<file path="config.mk">
export PLATFORM = sky130hd
export DESIGN_NAME = muldiv_unit
export DESIGN_NICKNAME = d
export VERILOG_FILES = /design/src/rtl/muldiv_unit_pkg.sv /design/src/rtl/muldiv_unit_step.sv /design/src/rtl/muldiv_unit.sv
export SDC_FILE = /design/constraint.sdc
export NUM_CORES = 1
export LEC_CHECK = 0
export BUFFER_PORTS_ARGS = -buffer_cell sky130_fd_sc_hd__buf_2
export CAP_MARGIN = 20
export CELL_PAD_IN_SITES_DETAIL_PLACEMENT = 0
export CELL_PAD_IN_SITES_GLOBAL_PLACEMENT = 1
export CORE_MARGIN = 2
export CORE_UTILIZATION = 40
export DETAILED_ROUTE_END_ITERATION = 16
export GPL_TIMING_DRIVEN = 0
export PLACE_DENSITY_LB_ADDON = 0.1
export SETUP_SLACK_MARGIN = 0.4
export SLEW_MARGIN = 20
export SYNTH_ARGS = -nofsm -noshare
export SYNTH_HDL_FRONTEND = slang
export SYNTH_SLANG_ARGS = --single-unit
export TNS_END_PERCENT = 5
</file>
<file path="constraint.sdc">
create_clock -name clk -period 9.06 [get_ports clk]
set_input_delay 1.359 -clock clk [delete_from_list [all_inputs] [get_ports clk]]
set_output_delay 1.359 -clock clk [all_outputs]
set_load 0.02 [all_outputs]
</file>
<file path="src/rtl/muldiv_unit_pkg.sv">
// muldiv_unit_pkg: shared encodings for the iterative RV32M multiply/divide unit.
//   md_op_e    - operation codes, equal to the RV32M funct3 field
//   md_state_e - control states of muldiv_unit (IDLE / CALC / DONE)
//   MD_WIDTH   - datapath width
package muldiv_unit_pkg;

    localparam int unsigned MD_WIDTH = 32;

    typedef enum logic [2:0] {
        MDOP_MUL    = 3'd0,
        MDOP_MULH   = 3'd1,
        MDOP_MULHSU = 3'd2,
        MDOP_MULHU  = 3'd3,
        MDOP_DIV    = 3'd4,
        MDOP_DIVU   = 3'd5,
        MDOP_REM    = 3'd6,
        MDOP_REMU   = 3'd7
    } md_op_e;

    typedef enum logic [1:0] {
        MD_IDLE = 2'd0,
        MD_CALC = 2'd1,
        MD_DONE = 2'd2
    } md_state_e;

endpackage

</file>
<file path="src/rtl/muldiv_unit_step.sv">
// muldiv_unit_step: one combinational iteration of the multiply/divide loop.
//   is_div - 1: restoring-division step, 0: shift-add multiply step
//   acc_i  - high product half (multiply) / partial remainder (divide), 33 bits
//   lo_i   - low product half holding the multiplier (multiply) / dividend-quotient shifter (divide)
//   opnd_i - multiplicand magnitude (multiply) / divisor magnitude (divide)
//   acc_o, lo_o - register values after this iteration
module muldiv_unit_step #(
    parameter int WIDTH = 32
) (
    input  logic             is_div,
    input  logic [WIDTH:0]   acc_i,
    input  logic [WIDTH-1:0] lo_i,
    input  logic [WIDTH-1:0] opnd_i,
    output logic [WIDTH:0]   acc_o,
    output logic [WIDTH-1:0] lo_o
);

    logic [WIDTH:0] sum_s;
    logic [WIDTH:0] shl_s;
    logic [WIDTH:0] diff_s;
    logic           ge_s;

    // Single iteration: add-then-shift-right for multiply, shift-left-subtract for divide
    always_comb begin
        // acc_i is always below 2^WIDTH in multiply mode, so the 33-bit add cannot overflow
        sum_s  = acc_i + (lo_i[0] ? {1'b0, opnd_i} : {(WIDTH+1){1'b0}});
        shl_s  = {acc_i[WIDTH-1:0], lo_i[WIDTH-1]};
        diff_s = shl_s - {1'b0, opnd_i};
        ge_s   = (shl_s >= {1'b0, opnd_i});
        acc_o  = acc_i;
        lo_o   = lo_i;
        if (is_div) begin
            if (ge_s) begin
                acc_o = diff_s;
                lo_o  = {lo_i[WIDTH-2:0], 1'b1};
            end else begin
                acc_o = shl_s;
                lo_o  = {lo_i[WIDTH-2:0], 1'b0};
            end
        end else begin
            acc_o = {1'b0, sum_s[WIDTH:1]};
            lo_o  = {sum_s[0], lo_i[WIDTH-1:1]};
        end
    end

endmodule

</file>
<file path="src/rtl/muldiv_unit.sv">
// muldiv_unit: iterative RV32M multiply/divide unit for the EX stage.
// Ports:
//   clk, rstn       - rising-edge clock, asynchronous active-low reset
//   in_valid/in_ready - request handshake; in_ready is high only in IDLE
//   op, A, B        - funct3 operation code and rs1/rs2 operands, latched on accept
//   flush           - abandons the in-flight operation, blocks a same-cycle accept
//   busy            - high from accept until the result cycle has passed
//   out_valid, C    - one-cycle result pulse; C holds until the next result
// Normal operations take 32 CALC cycles plus one DONE cycle. Divide-by-zero and
// signed overflow go straight to DONE. Defining MULDIV_FAST_MUL_EN computes the
// four multiply ops with a single 33x33 signed multiplier on the direct path.
module muldiv_unit
    import muldiv_unit_pkg::*;
#(
    parameter int WIDTH = 32,
    parameter int ITER  = WIDTH
) (
    input  logic             clk,
    input  logic             rstn,
    input  logic             in_valid,
    output logic             in_ready,
    input  logic [2:0]       op,
    input  logic [WIDTH-1:0] A,
    input  logic [WIDTH-1:0] B,
    input  logic             flush,
    output logic             busy,
    output logic             out_valid,
    output logic [WIDTH-1:0] C
);

    localparam int CW = $clog2(ITER);

    function automatic logic [WIDTH-1:0] cond_neg(input logic [WIDTH-1:0] v, input logic n);
        cond_neg = n ? ({WIDTH{1'b0}} - v) : v;
    endfunction

    md_state_e         state_q, state_d;
    logic [CW-1:0]     cnt_q, cnt_d;
    logic [2:0]        op_q, op_d;
    logic [WIDTH:0]    acc_q, acc_d;
    logic [WIDTH-1:0]  lo_q, lo_d;
    logic [WIDTH-1:0]  opnd_q, opnd_d;
    logic              neg_q, neg_d;
    logic [WIDTH-1:0]  c_q, c_d;

    logic              accept_s, sa_s, sb_s, neg_s, special_s;
    logic [WIDTH-1:0]  a_mag_s, b_mag_s, special_c_s, final_s;
    logic [WIDTH:0]    acc_nxt_s;
    logic [WIDTH-1:0]  lo_nxt_s;
    logic [2*WIDTH-1:0] prod_s;
`ifdef MULDIV_FAST_MUL_EN
    logic signed [WIDTH:0]     fa_s, fb_s;
    logic signed [2*WIDTH+1:0] fp_s;
`endif

    muldiv_unit_step #(.WIDTH(WIDTH)) u_step (
        .is_div (op_q[2]),
        .acc_i  (acc_q),
        .lo_i   (lo_q),
        .opnd_i (opnd_q),
        .acc_o  (acc_nxt_s),
        .lo_o   (lo_nxt_s)
    );

    // Accept decode: operand magnitudes, result sign and the direct-to-DONE cases
    always_comb begin
        accept_s    = in_valid && (state_q == MD_IDLE) && !flush;
        sa_s        = A[WIDTH-1] && ((op == MDOP_MULH) || (op == MDOP_MULHSU) ||
                                     (op == MDOP_DIV)  || (op == MDOP_REM));
        sb_s        = B[WIDTH-1] && ((op == MDOP_MULH) || (op == MDOP_DIV) || (op == MDOP_REM));
        a_mag_s     = cond_neg(A, sa_s);
        b_mag_s     = cond_neg(B, sb_s);
        // remainder follows the dividend; quotient and products follow sign(A)^sign(B)
        neg_s       = (op == MDOP_REM) ? sa_s : (sa_s ^ sb_s);
        special_s   = 1'b0;
        special_c_s = {WIDTH{1'b0}};
        if (op[2] && (B == {WIDTH{1'b0}})) begin
            special_s   = 1'b1;
            special_c_s = op[1] ? A : {WIDTH{1'b1}};
        end else if (((op == MDOP_DIV) || (op == MDOP_REM)) &&
                     (A == {1'b1, {(WIDTH-1){1'b0}}}) && (B == {WIDTH{1'b1}})) begin
            special_s   = 1'b1;
            special_c_s = op[1] ? {WIDTH{1'b0}} : A;
        end else begin
            special_s   = 1'b0;
        end
`ifdef MULDIV_FAST_MUL_EN
        fa_s = $signed({sa_s, A});
        fb_s = $signed({sb_s, B});
        fp_s = fa_s * fb_s;
        if (!op[2]) begin
            special_s   = 1'b1;
            special_c_s = (op == MDOP_MUL) ? fp_s[WIDTH-1:0] : fp_s[2*WIDTH-1:WIDTH];
        end else begin
            special_s   = special_s;
        end
`endif
    end

    // Final-iteration result selection with sign fix-up
    always_comb begin
        prod_s = {acc_nxt_s[WIDTH-1:0], lo_nxt_s};
        prod_s = neg_q ? ({(2*WIDTH){1'b0}} - prod_s) : prod_s;
        case (op_q)
            MDOP_MUL:                          final_s = prod_s[WIDTH-1:0];
            MDOP_MULH, MDOP_MULHSU, MDOP_MULHU: final_s = prod_s[2*WIDTH-1:WIDTH];
            MDOP_DIV, MDOP_DIVU:               final_s = cond_neg(lo_nxt_s, neg_q);
            default:                           final_s = cond_neg(acc_nxt_s[WIDTH-1:0], neg_q);
        endcase
    end

    // Next-state and datapath register updates
    always_comb begin
        state_d = state_q;
        cnt_d   = cnt_q;
        op_d    = op_q;
        acc_d   = acc_q;
        lo_d    = lo_q;
        opnd_d  = opnd_q;
        neg_d   = neg_q;
        c_d     = c_q;
        case (state_q)
            MD_IDLE: begin
                if (accept_s) begin
                    op_d   = op;
                    neg_d  = neg_s;
                    cnt_d  = {CW{1'b0}};
                    acc_d  = {(WIDTH+1){1'b0}};
                    lo_d   = op[2] ? a_mag_s : b_mag_s;
                    opnd_d = op[2] ? b_mag_s : a_mag_s;
                    if (special_s) begin
                        state_d = MD_DONE;
                        c_d     = special_c_s;
                    end else begin
                        state_d = MD_CALC;
                    end
                end else begin
                    state_d = MD_IDLE;
                end
            end
            MD_CALC: begin
                if (flush) begin
                    state_d = MD_IDLE;
                end else begin
                    acc_d = acc_nxt_s;
                    lo_d  = lo_nxt_s;
                    cnt_d = cnt_q + {{(CW-1){1'b0}}, 1'b1};
                    if (cnt_q == CW'(ITER - 1)) begin
                        state_d = MD_DONE;
                        c_d     = final_s;
                    end else begin
                        state_d = MD_CALC;
                    end
                end
            end
            MD_DONE: state_d = MD_IDLE;
            default: state_d = MD_IDLE;
        endcase
    end

    // State and datapath registers
    always_ff @(posedge clk or negedge rstn) begin
        if (!rstn) begin
            state_q <= MD_IDLE;
            cnt_q   <= {CW{1'b0}};
            op_q    <= 3'd0;
            acc_q   <= {(WIDTH+1){1'b0}};
            lo_q    <= {WIDTH{1'b0}};
            opnd_q  <= {WIDTH{1'b0}};
            neg_q   <= 1'b0;
            c_q     <= {WIDTH{1'b0}};
        end else begin
            state_q <= state_d;
            cnt_q   <= cnt_d;
            op_q    <= op_d;
            acc_q   <= acc_d;
            lo_q    <= lo_d;
            opnd_q  <= opnd_d;
            neg_q   <= neg_d;
            c_q     <= c_d;
        end
    end

    // flush must suppress a result already sitting in DONE, so out_valid is gated late
    assign in_ready  = (state_q == MD_IDLE);
    assign busy      = (state_q != MD_IDLE);
    assign out_valid = (state_q == MD_DONE) && !flush;
    assign C         = c_q;

endmodule

</file>
==> impl_results.md <==
* Most common cell on crit path: buf_2
* Worst hold path class: register to register
* Leading cell types by total area after synthesis: dfrtp_1 21%, o21ai_0 6.0%, nand2_1 5.9%
* Vias in the first global route at 18034
* TritonCTS clock tree: done
* Mapped Nets at 2415
* Starting utilization of the core area at 40.7%
* Share of synthesized area occupied by flip-flops and latches at 21.1%
* Power density relative to cell area at 310 mW/mm^2
* Post-layout utilization of the core at 45.1%
* Setup slack after layout at 1510 ps
* Detailed-route vias per instance at 6.38
* Ratio of cells with drive above 1 in the final layout at 10.3%
* Die height at 208 um
* Final Max Tran Viols at 0
* Fin. Hold Viols at 0
* Count of boundary I/O pins at 106
* Count of clock tree sinks at 140
* IR Drop Worst-Case VDD at 126 uV
* Count of warnings emitted by yosys at 0
* Post-detail-place hpwl at 67.7 mm
* Endpoints failing setup at 0
* Count of input and output buffers at 101
* Largest net degree at the start of global routing at 72
* Predominant post-synthesis flop cell: dfrtp_1
* Total wire length at 82.0 mm
* Die Outline Area at 0.0432 sq mm
* Quantity of gates resized following cts at 0
* Worst setup EP type: register
* Layout net count at 2536
* Area inside the core boundary at 0.0409 sq mm
* Starting DRC count in detailed routing at 1824
* Headroom to the max-slew limit at 21.8%
* Count of buffering cells on the critical path with inverters included at 8
* Number of flip-flops and latches in the synthesized netlist at 140
* Setup repair after global routing missed its margin: false
* Post-detailed-route count of antenna-violating nets at 0
* Most area-hungry cell type in the Yosys netlist: dfrtp_1
* RD Place Congestion at 1.01
* Peak clock frequency supported by timing at 133 MHz
* Maximum fanout along the worst path at 10
* Result of the run: completed
* Minimum clock period after layout at 7550 ps
* Critical Path Slowest Stage Cell: buf_1
* Number of flops mapped to enable cells by yosys at 0
* Relative area change from synthesis to final layout at 10.9%
* Final TNS setup at 0 ps
* Distinct cell type count after synthesis at 115
* Worst Setup Slack post-DPL at 1740 ps
* CTS H-Tree Depth at 4
* Worst-path clk slew at 70 ps
* Total routing resource utilization after global routing at 37.3%
* Initial antenna violation count at 1
* Wire length of the first global-routing pass at 120 mm
* Worst path top cell family by delay: buffers and inverters
* Number of setup buffers added after CTS at 0
* Startpoint types: register
* Total global routing overflow at 0
* DRT Pass-1 Iters at 6
* Synthesized instance count at 2271
* Final period util at 83.3%
* Post-Synthesis Cell Area at 0.0166 sq mm
* Slew at the pin closest to its max-slew limit at 1170 ps
* Critical path's largest stage delay at 700 ps
* Syn Area/Cell at 7.33 sq um
* X dimension of the die at 208 um
* ANT cells at 0
* Clock root buffer: clkbuf_16
* Maximum count of clock buffers along a single path at 2
* Worst Setup Path Type: register to register
* Data arrival time of the worst path at 7850 ps
* Total clock buffers created by CTS at 17
* Number of design rule violations left after detail routing at 0
* Ordered list of cells on the worst path: buf_2, buf_2, buf_2, buf_1, buf_2, buf_2, buf_2, buf_1, mux2i_1, ha_1, o211ai_1, nor3_1, nand4_1, nand4b_1, nand2_1, nor2_1, a21oi_1, o311ai_1, a41oi_1, o221ai_1
* Wirelength per Cell at 27.9 um
* Vias at 18735
* Row count at 74
* Leakage component of the power at 7.61 nW
* Crit path required time at 9370 ps
* Hold-fix buffers, CTS at 0
* Share of the synthesized area in the top cell type at 21.1%
* Max-Cap Viols at 0
* Layout Skew at 13.0 ps
* Synth async-reset ratio at 100%
* Worst-skew pair later-pin latency at 460 ps
logic make-up (layout without fill, tap and decap cells):
group                    after synthesis  after routing  share of synthesized area (%)
AND/OR/NAND/NOR                      839            839                           24.5
AO/OA/AOI/OAI                        766            766                           30.8
buffers and inverters                232            366                           5.83
XOR/XNOR                             155            155                           8.16
flip-flops                           140            140                           21.1
adder cells (fa/ha/maj)               74             74                           5.64
multiplexers                          65             65                           4.03
flip-flops by register name, indices dropped and copies added (netlist names):
signal	count
acc_q	33
C	32
lo_q	32
opnd_q	32
cnt_q	5
op_q	3
state_q	2
neg_q	1
synth_stat cells, drive strengths merged, types with 37 or more instances:
| cell type | n |
|---|---|
| mux2i | 49 |
| xor2 | 65 |
| xnor2 | 90 |
| nor2 | 236 |
| a21oi | 191 |
| nor3 | 68 |
| clkbuf | 104 |
| nand4 | 47 |
| ha | 71 |
| inv | 80 |
| nand3 | 57 |
| o21ai | 216 |
| dfrtp | 140 |
| nand2 | 262 |
| buf | 48 |
| a31oi | 37 |
cells in the final DEF (no fill, tap or decap), types with 22 or more instances in the layout:
master,netlist,routed
dfrtp_1,140,140
and2_1,22,22
a21oi_1,188,188
inv_1,79,79
o21ai_0,201,201
nand3_1,54,54
o211ai_1,28,28
xor2_1,65,65
buf_2,29,129
xnor2_1,90,90
mux2i_1,49,49
clkbuf_1,104,105
nor2_1,234,234
a21o_1,23,23
or3_1,26,26
o31ai_1,27,26
o221ai_1,33,33
a31oi_1,35,35
nor3_1,67,67
nand2_1,260,260
ha_1,71,71
nand4_1,42,42
final timing paths:
kind	start	endpoint	slack, ps	depth (start not counted)
max in group asynchronous	rstn	opnd_q[27]	7410	2
max	op_q[2]	C[24]	1510	20
min	opnd_q[14]	opnd_q[14]	480	2
min reg2reg	opnd_q[14]	opnd_q[14]	480	2
max reg2reg	op_q[2]	C[24]	1510	20
min in group asynchronous	rstn	opnd_q[8]	880	1
routing by layer:
metal / wire, um / share of wire [%] / up-vias / track usage, %
li1: - / - / 8643 / -
met1: 32900 / 40 / 9051 / 45.7
met2: 38600 / 47 / 851 / 63.0
met3: 5760 / 7.0 / 188 / 5.80
met4: 4780 / 5.8 / 2 / 19.6
met5: 13 / 0.016 / - / 0
metrics by stage:
stage               hold slack [ps]  total power, mW  instance area, sq um  std cells
floorplan                       450             3.54                 16600       2271
global placement                464             4.82                 17800       2904
detailed placement              466             4.85                 17800       2905
CTS                             480             5.62                 18500       2937
global route                    500             6.05                 18500       2937
finish                          479             5.72                 18500       2937
power by group:
group | total (mW) | switching (mW) | internal [mW]
Sequential | 0.923 | 0.179 | 0.744
Clock | 0.750 | 0.333 | 0.417
Combinational | 4.05 | 2.75 | 1.30
Total | 5.72 | 3.26 | 2.46
worst reg2reg max path, stage by stage, from the launching register on:
cell and delay [ps]:
dfrtp_1 320, buf_2 220, buf_2 370, buf_2 370
buf_1 700, buf_2 440, buf_2 350, buf_2 410
buf_1 560, mux2i_1 430, ha_1 300, o211ai_1 220
nor3_1 470, nand4_1 320, nand4b_1 510, nand2_1 280
nor2_1 150, a21oi_1 220, o311ai_1 120, a41oi_1 470
o221ai_1 190
final cells by class:
cell class / count / area (sq um)
Tap cell: 532 / 666
Timing Repair Buffer: 102 / 543
Clock buffer: 18 / 429
Multi-Input combinational cell: 1899 / 12200
Fill cell: 4312 / 22500
Buffer: 152 / 671
Inverter: 80 / 300
Sequential cell: 140 / 3500
Clock inverter: 14 / 173
(Power assumes the default switching activity.)
